--- config.mk ---
export PLATFORM = sky130hd
export DESIGN_NAME = mem_access_unit
export DESIGN_NICKNAME = d
export VERILOG_FILES = /design/src/rtl/lsu_pkg.sv /design/src/rtl/lsu_load_ext.sv /design/src/rtl/mem_access_unit.sv
export SDC_FILE = /design/constraint.sdc
export NUM_CORES = 1
export LEC_CHECK = 0
export BUFFER_PORTS_ARGS = -buffer_cell sky130_fd_sc_hd__buf_2
export CORE_MARGIN = 5
export CORE_UTILIZATION = 49
export CTS_BUF_LIST = sky130_fd_sc_hd__clkbuf_4 sky130_fd_sc_hd__clkbuf_8
export DETAILED_ROUTE_END_ITERATION = 10
export PLACE_DENSITY = 0.9
export SYNTH_ARGS = -nofsm -noshare
export SYNTH_HDL_FRONTEND = slang
export SYNTH_SLANG_ARGS = --single-unit
--- constraint.sdc ---
create_clock -name clk -period 5 [get_ports clk]
set_clock_uncertainty 0.05 [all_clocks]
set_input_delay 1 -clock clk [delete_from_list [all_inputs] [get_ports clk]]
set_output_delay 1 -clock clk [all_outputs]
set_load 0.005 [all_outputs]
--- src/rtl/lsu_pkg.sv ---
// lsu_pkg: shared definitions for the load/store unit.
//   - RV32I load/store funct3 encodings
//   - memory byte-select codes (match funct3[1:0])
//   - FSM state encoding
//   - access size and funct3 legality helpers
package lsu_pkg;

    localparam logic [2:0] F3_B  = 3'b000;
    localparam logic [2:0] F3_H  = 3'b001;
    localparam logic [2:0] F3_W  = 3'b010;
    localparam logic [2:0] F3_BU = 3'b100;
    localparam logic [2:0] F3_HU = 3'b101;

    localparam logic [1:0] BSEL_BYTE = 2'b00;
    localparam logic [1:0] BSEL_HALF = 2'b01;
    localparam logic [1:0] BSEL_WORD = 2'b10;

    typedef enum logic [1:0] {
        IDLE   = 2'b00,
        ACCESS = 2'b01,
        RESP   = 2'b10
    } state_t;

    // Access size in bytes from the width field (funct3[1:0]).
    function automatic logic [2:0] size_from_f3(input logic [1:0] sel);
        case (sel)
            BSEL_BYTE: size_from_f3 = 3'd1;
            BSEL_HALF: size_from_f3 = 3'd2;
            default:   size_from_f3 = 3'd4;
        endcase
    endfunction

    // Stores only exist in signed-width form; loads add the unsigned variants.
    function automatic logic f3_legal(input logic we, input logic [2:0] f3);
        if (we)
            f3_legal = (f3 == F3_B) || (f3 == F3_H) || (f3 == F3_W);
        else
            f3_legal = (f3 == F3_B) || (f3 == F3_H) || (f3 == F3_W) ||
                       (f3 == F3_BU) || (f3 == F3_HU);
    endfunction

endpackage

--- src/rtl/lsu_load_ext.sv ---
// lsu_load_ext: combinational load-data extension.
//   funct3 : load funct3 (LB/LH/LW/LBU/LHU)
//   raw    : 32-bit word read from memory, access starts at bit 0
//   ext    : sign- or zero-extended result
module lsu_load_ext
    import lsu_pkg::*;
(
    input  logic [2:0]  funct3,
    input  logic [31:0] raw,
    output logic [31:0] ext
);

    function automatic logic [31:0] sext8(input logic signed [7:0] v);
        sext8 = 32'(v);
    endfunction

    function automatic logic [31:0] sext16(input logic signed [15:0] v);
        sext16 = 32'(v);
    endfunction

    always_comb begin
        ext = raw;
        case (funct3)
            F3_B:    ext = sext8(raw[7:0]);
            F3_H:    ext = sext16(raw[15:0]);
            F3_BU:   ext = {24'b0, raw[7:0]};
            F3_HU:   ext = {16'b0, raw[15:0]};
            default: ext = raw;
        endcase
    end

endmodule

--- src/rtl/mem_access_unit.sv ---
// mem_access_unit: single-outstanding load/store unit between the MEM stage
// and a byte-addressed data memory.
//   clk, rst             : clock, synchronous active-low reset
//   req_*                : request channel (valid/ready), funct3/addr/data/rd
//   mem_*                : data memory port, active for exactly one cycle
//   resp_*               : registered response channel (valid/ready)
// Build option: define LSU_MISALIGN_TRAP_EN to fault misaligned half/word
// accesses; otherwise they proceed as normal byte-addressed accesses.
module mem_access_unit
    import lsu_pkg::*;
#(
    parameter int DMEM_SPACE = 1024
) (
    input  logic        clk,
    input  logic        rst,
    input  logic        req_valid,
    output logic        req_ready,
    input  logic        req_we,
    input  logic [2:0]  req_funct3,
    input  logic [31:0] req_addr,
    input  logic [31:0] req_wdata,
    input  logic [4:0]  req_rd,
    output logic [31:0] mem_addr,
    output logic [31:0] mem_wdata,
    output logic        mem_ren,
    output logic        mem_wen,
    output logic [1:0]  mem_byte_sel,
    input  logic [31:0] mem_rdata,
    output logic        resp_valid,
    input  logic        resp_ready,
    output logic [31:0] resp_rdata,
    output logic [4:0]  resp_rd,
    output logic        resp_is_load,
    output logic        resp_fault
);

    state_t      state_q, state_d;
    logic        we_p1;
    logic [2:0]  f3_p1;
    logic [31:0] addr_p1;
    logic [31:0] wdata_p1;
    logic [31:0] ext_data;
    logic        req_fire;
    logic        req_fault;
    logic        misalign;
    logic [32:0] end_addr;

    lsu_load_ext u_ext (
        .funct3 (f3_p1),
        .raw    (mem_rdata),
        .ext    (ext_data)
    );

    // 33-bit end address so a wrapping address can never pass the range check.
    always_comb begin
        end_addr = {1'b0, req_addr} + {30'b0, size_from_f3(req_funct3[1:0])};
`ifdef LSU_MISALIGN_TRAP_EN
        misalign = ((req_funct3[1:0] == BSEL_HALF) && req_addr[0]) ||
                   ((req_funct3[1:0] == BSEL_WORD) && (req_addr[1:0] != 2'b00));
`else
        misalign = 1'b0;
`endif
        req_fault = !f3_legal(req_we, req_funct3) ||
                    (end_addr > 33'(DMEM_SPACE)) || misalign;
    end

    always_ff @(posedge clk) begin
        if (!rst) state_q <= IDLE;
        else      state_q <= state_d;
    end

    // Memory port is gated by rst so a store sampled together with reset is dropped.
    always_comb begin
        state_d      = state_q;
        req_ready    = 1'b0;
        mem_addr     = '0;
        mem_wdata    = '0;
        mem_ren      = 1'b0;
        mem_wen      = 1'b0;
        mem_byte_sel = '0;
        resp_valid   = 1'b0;
        case (state_q)
            IDLE: begin
                req_ready = rst;
                if (req_valid && rst) state_d = req_fault ? RESP : ACCESS;
            end
            ACCESS: begin
                mem_addr     = rst ? addr_p1 : '0;
                mem_byte_sel = rst ? f3_p1[1:0] : '0;
                mem_wdata    = (rst && we_p1) ? wdata_p1 : '0;
                mem_wen      = rst && we_p1;
                mem_ren      = rst && !we_p1;
                state_d      = RESP;
            end
            RESP: begin
                resp_valid = 1'b1;
                if (resp_ready) state_d = IDLE;
            end
            default: state_d = IDLE;
        endcase
    end

    assign req_fire = req_valid && req_ready;

    // ---- request capture (data only, no reset) ----
    always_ff @(posedge clk) begin
        if (req_fire) begin
            we_p1    <= req_we;
            f3_p1    <= req_funct3;
            addr_p1  <= req_addr;
            wdata_p1 <= req_wdata;
        end
    end

    // ---- response registers, held stable while in RESP ----
    always_ff @(posedge clk) begin
        if (!rst) begin
            resp_rdata   <= '0;
            resp_rd      <= '0;
            resp_is_load <= 1'b0;
            resp_fault   <= 1'b0;
        end else begin
            case (state_q)
                IDLE: begin
                    if (req_fire) begin
                        resp_rdata   <= '0;
                        resp_rd      <= req_rd;
                        resp_is_load <= !req_we;
                        resp_fault   <= req_fault;
                    end
                end
                ACCESS: begin
                    if (!we_p1) resp_rdata <= ext_data;
                end
                default: ;
            endcase
        end
    end

endmodule

Word-level counts from Yosys, hierarchy flattened
Index checks and enable logic that the tools add are counted.
{ "totals": {"regBits": 109, "input_bits": 109, "out_inout_bits": 109, "word_cells": 65} }
{ "op_classes": {"n_addsub": 1, "n_lt_le_gt_ge": 1, "n_eq_ne": 14, "muxes": 20, "n_reduce_logical": 20} }
{ "ops": {"columns": ["cell", "n"], "rows": [
  ["$mux 32", 6],
  ["$pmux 32 s4", 1],
  ["$pmux 32 s2", 1],
  ["$add 32x3->33", 1],
  ["$gt 33x11->1 const B", 1],
  ["$eq 3x3->1 const B", 4],
  ["$mux 2", 5],
  ["$ne 2x2->1 const B", 4],
  ["$eq 3x1->1 const B", 2],
  ["$logic_not 3->1", 2],
  ["$pmux 2 s3", 1],
  ["$pmux 3 s2", 1],
  ["$logic_or 1x1->1", 5],
  ["$mux 1", 5],
  ["$eq 2x1->1 const B", 2],
  ["$logic_and 1x1->1", 4],
  ["$logic_not 2->1", 2],
  ["$reduce_and 2->1", 2],
  ["$eq 3x2->1 const B", 1],
  ["$logic_not 1->1", 3],
  ["$reduce_and 3->1", 1],
  ["$eq 2x2->1 const B", 1],
  ["$reduce_bool 2->1", 1]
]} }

Depth between registers and ports, before layout
{ "logic_depth": {"word_depth": 11, "ltp_mapped": 12, "ltp_nobuf": 11} }

Modules after synthesis
From an unflattened synthesis, not the netlist that was laid out.
{ "unflattened": {"cells_unflattened": 525, "hier_area_um2": 5262.5} }
{ "by_module_without_submodules": {"columns": ["module", "instances", "cells_per_inst", "area_each_um2", "seq_area_each_um2"], "rows": [
  ["mem_access_unit", 1, 458, 4907.2, 2862.7],
  ["lsu_load_ext", 1, 67, 355.3, 0.0]
]} }

Worst setup path before layout
Ideal clock, no wire load.
{ "synth_timing": {"path_type": "input to register", "from": "input port rst", "to": "register resp_rd[1]", "setup_ns": 0.238, "arrival_ns": 3.993, "required_time_ns": 4.712, "slack_ns": 0.720, "path_stages": 6, "n_path_buf": 2, "path_cell_list": "nor3b_1 > nand2_1 > clkbuf_1 > inv_1 > clkbuf_1 > o21ai_0"} }
{ "synth_between": {"elab_chain_cells": 3} }
{ "synth_rtl": {"columns": ["element", "line_no", "rtl"], "rows": [
  ["start: declaration", "mem_access_unit.sv:15", "input logic rst,"],
  ["$mux 1", "mem_access_unit.sv:82", "case (state_q)"],
  ["$logic_and 1x1->1", "mem_access_unit.sv:103", "assign req_fire = req_valid && req_ready;"],
  ["named net req_fire", "mem_access_unit.sv:43", "logic req_fire;"],
  ["$reduce_and 2->1 (no source line)", null, null],
  ["end signal: assignment", "mem_access_unit.sv:127", "resp_rd <= req_rd;"],
  ["end: declaration", "mem_access_unit.sv:32", "output logic [4:0] resp_rd,"]
]} }
The timed path passes the listed nets, and every way through them passes these cells.
A chain may end at the register's enable or synchronous reset.

Worst setup path after layout
{ "layout_timing": {"from": "input port req_funct3[1]", "to": "register state_q[1]"} }
{ "layout_between": {"elab_chain_cells": 11, "elab_cells_between_ends": 20, "classes_between": "1 x add/sub; 1 x order compare; 5 x eq/ne; 5 x mux; 8 x reduce/logical"} }
{ "layout_rtl": {"columns": ["element", "line_no", "rtl"], "rows": [
  ["start: declaration", "mem_access_unit.sv:19", "input logic [2:0] req_funct3,"],
  ["parallel branches: the longest is 7 deep, another holds $add 32x3->33", null, null],
  ["$logic_or 1x1->1 *", "mem_access_unit.sv:63", "req_fault = !f3_legal(req_we, req_funct3) ||"],
  ["$mux 2 * (2 in series)", "mem_access_unit.sv:85", "if (req_valid && rst) state_d = req_fault ? RESP : ACCESS;"],
  ["$pmux 2 s3 *", "mem_access_unit.sv:82", null],
  ["end signal: assignment", "mem_access_unit.sv:69", "else state_q <= state_d;"],
  ["end: declaration", "mem_access_unit.sv:37", "state_t state_q, state_d;"]
]} }
Mark *: on every way between the ends. The select of a mux whose other input is x is not followed.

==> impl_metrics.py <==
metrics = {
    "cts": {
        "cts_root_buf": "clkbuf_8",
        "cts_buffers": 9,
        "cts_hold_buf": 0,
        "htree_levels": 3,
        "clkLatencyLatePin_ns": 0.37,
        "cts_setup_buffers": 0,
        "cts.sinks": 109,
        "path_clk_slew_ns": 0.11,
        "cts_resized": 0,
        "cts_tree": "built",
        "clk_path_buf_depth": 2,
    },
    "global_routing": {
        "antenna_found_initial": 0,
        "grt_max_degree": 70,
        "grt_pass1_wl_um": 21800,
        "grt_pass1_vias": 4356,
        "grt_overflow": 0,
        "grt_usage_pct": 21.4,
    },
    "drt": {
        "drc": 0,
        "viasPerCell": 5.47,
        "vias": 4429,
        "final_antenna_net_count": 0,
        "finalWirelength_um": 13700,
        "drt_first_iter_violations": 316,
        "wire_per_inst_um": 17.0,
        "first_pass_iters": 5,
    },
    "power_and_ir_drop": {
        "power.switching_mw": 0.420,
        "power.density_nw_per_um2": 268,
        "peakVddDrop_v": 0.000146,
        "power_frac_clock_pct": 32.7,
        "p_int_mw": 1.30,
        "power_frac_seq_pct": 58.1,
        "switching_share_pct": 24.5,
        "p_leak_nw": 2.96,
        "combinationalPowerShare_pct": 9.2,
        "finalPower_mw": 1.72,
    },
    "final_layout": {
        "fillCellCount": 809,
        "drive_above_1_share_pct": 37.1,
        "regArea_um2": 2860,
        "num_antenna_cells": 0,
        "multi_input_area_um2": 2010,
        "area_delta_synth_final_pct": 27.9,
        "fin_cells": 810,
        "nets": 782,
    },
    "floorplan": {
        "core-area_um2": 10100,
        "die_w_um": 111,
        "die-height_um": 111,
        "rows": 37,
        "dieArea_um2": 12300,
        "io-pin-count": 218,
        "start_util_pct": 49.4,
    },
    "logic_synthesis": {
        "yosysWarnings": 0,
        "synth_edf_count": 68,
        "synth-main-ff-cell": "edfxtp_1",
        "ys_types": 56,
        "syn_nets": 580,
        "ys_ff_latch": 109,
        "avgSynthCellArea_um2": 10.7,
        "syn_inst": 467,
        "async_reset_ff_share_pct": 0,
        "synth-seq-area-share_pct": 57.2,
        "syn_area_um2": 5010,
    },
    "setup_path": {
        "r2r_setup_slack_ns": 2.46,
        "path_max_fanout": 7,
        "cp-start-kind": "input port",
        "cp.arrival_ns": 3.67,
        "endpoint_kind": "flip-flop",
        "critPathRequiredTime_ns": 5.22,
        "worstSetupPathType": "input port to flip-flop",
    },
    "sta": {
        "finalMaxSlewViolations": 0,
        "setup_viol": 0,
        "period_needed_ns": 3.45,
        "fmax_ghz": 0.290,
        "setup_tns_ns": 0,
        "rsz0062_at_grt": "false",
        "tightest_slew_ns": 0.899,
        "period_share_pct": 69.1,
        "hold_violations": 0,
        "slew-limit-headroom_pct": 40.0,
    },
    "min_path": {
        "hold_class": "flip-flop to flip-flop",
    },
    "placement": {
        "place_hpwl_um": 10500,
        "port-buffer-count": 217,
        "numPlacedInstances": 794,
        "place_congestion": 0.835,
    },
    "flow_run": {
        "drv_cap": 0,
    },
    "run_status": {
        "outcome": "finished clean",
    },
}
## synth_stat cells, drive strengths merged, types with 2 or more instances
cell	number	area [µm²]
nor3	6	35.0
edfxtp	68	2040
o21ai	39	195
or2	2	12.5
nand3	20	113
nor4	4	40.0
clkbuf	28	105
a32o	2	20.0
a21boi	23	173
nand2	48	180
xor2	4	35.0
and2	36	225
and3	41	257
a211oi	2	27.5
a21oi	12	60.1
nor3b	3	22.5
inv	7	26.3
nand2b	3	18.8
nand4	11	75.1
nor2b	13	81.3
nor2	12	47.6
o211a	3	30.0
a31oi	7	43.8
ha	3	37.5
mux2i	4	40.0
or4	2	15.0
dfxtp	41	821
xnor2	2	17.5
## sequential cells by signal, indices dropped and copies added (netlist names)
register / count
addr_p1: 32
f3_p1: 3
resp_fault: 1
resp_is_load: 1
resp_rd: 5
resp_rdata: 32
state_q: 2
wdata_p1: 32
we_p1: 1
## final timing paths
| path | from | end | cells after the start |
|---|---|---|---|
| max | req_funct3[1] | state_q[1]$_SDFFE_PN0P_ | 11 |
| min | resp_rd[0]$_SDFFE_PN0P_ | resp_rd[0]$_SDFFE_PN0P_ | 2 |
| max reg2reg | state_q[0]$_SDFFE_PN0P_ | resp_rdata[18]$_SDFFE_PN0P_ | 6 |
| min reg2reg | resp_rd[0]$_SDFFE_PN0P_ | resp_rd[0]$_SDFFE_PN0P_ | 2 |
## placed cells by master, fill, tap and decap left out, types with 2 or more instances in the layout
cell      count
buf_2       217
edfxtp_1     68
nand2_1      48
and3_1       41
dfxtp_1      41
o21ai_0      38
and2_1       36
a21boi_0     23
nand3_1      19
nor2b_1      12
a21oi_1      12
nor2_1       11
nand4_1      10
clkbuf_8      9
a31oi_1       7
inv_1         6
nor3_1        5
mux2i_1       4
xor2_1        4
nor3b_1       3
nand2b_1      3
nor4_1        3
o211a_1       3
ha_1          3
inv_6         3
a32o_1        2
or4_1         2
or2_2         2
xnor2_1       2
buf_4         2
## worst max-delay path, stage by stage
cell     delay [ns]
buf_2          0.13
nor2_1         0.05
ha_1           0.23
fa_1           0.41
a21oi_1        0.37
nor3_2         0.15
and3_1         0.27
and2_1         0.20
o31ai_1        0.32
nand4_2        0.18
a221o_1        0.35
## power groups by stage
stage	logic [mW]	registers [mW]	clock network, mW
2_1_floorplan	0.0725	1.02	0
3_3_place_gp	0.152	1.02	0
3_5_place_dp	0.157	1.02	0
4_1_cts	0.157	0.998	0.575
5_1_grt	0.174	1.00	0.616
6_report	0.158	0.998	0.561
## metrics by stage
step	hold slack [ns]	util, %	instance area, µm²	worst slack, ns
2_1_floorplan	0.402	-	5010	0.720
3_3_place_gp	0.391	61.1	6190	1.26
3_5_place_dp	0.406	61.1	6190	1.17
4_1_cts	0.421	63.2	6400	1.57
5_1_grt	0.448	63.2	6400	1.40
6_report	0.421	63.2	6400	1.55
## logic make-up after synthesis
family | Yosys count | synth area share [%]
adder cells (fa/ha/maj) | 4 | 1.15
flip-flops | 109 | 57.2
AO/OA/AOI/OAI | 101 | 13.6
buffers and inverters | 36 | 2.72
XOR/XNOR | 6 | 1.05
multiplexers | 5 | 1.02
AND/OR/NAND/NOR | 206 | 23.3
## metal layers
layer / global-route usage, % / vias to the layer above / part of all wire (%)
met5: 0 / - / 0
met4: 9.41 / 0 / 2.8
met3: 4.09 / 34 / 7.3
met2: 38.1 / 224 / 51
met1: 25.0 / 2061 / 39
li1: - / 2110 / -
## area by class of cell
| cell class | count | share of cell area [%] |
|---|---|---|
| flip-flops and latches | 109 | 44.7 |
| multi-input cells | 322 | 31.4 |
| repair buffers | 220 | 17.5 |
| well taps | 136 | 2.66 |
| clock buffers | 9 | 1.93 |
| clock inverters | 7 | 1.39 |
| inverters | 7 | 0.430 |
(Power assumes the default switching activity.)
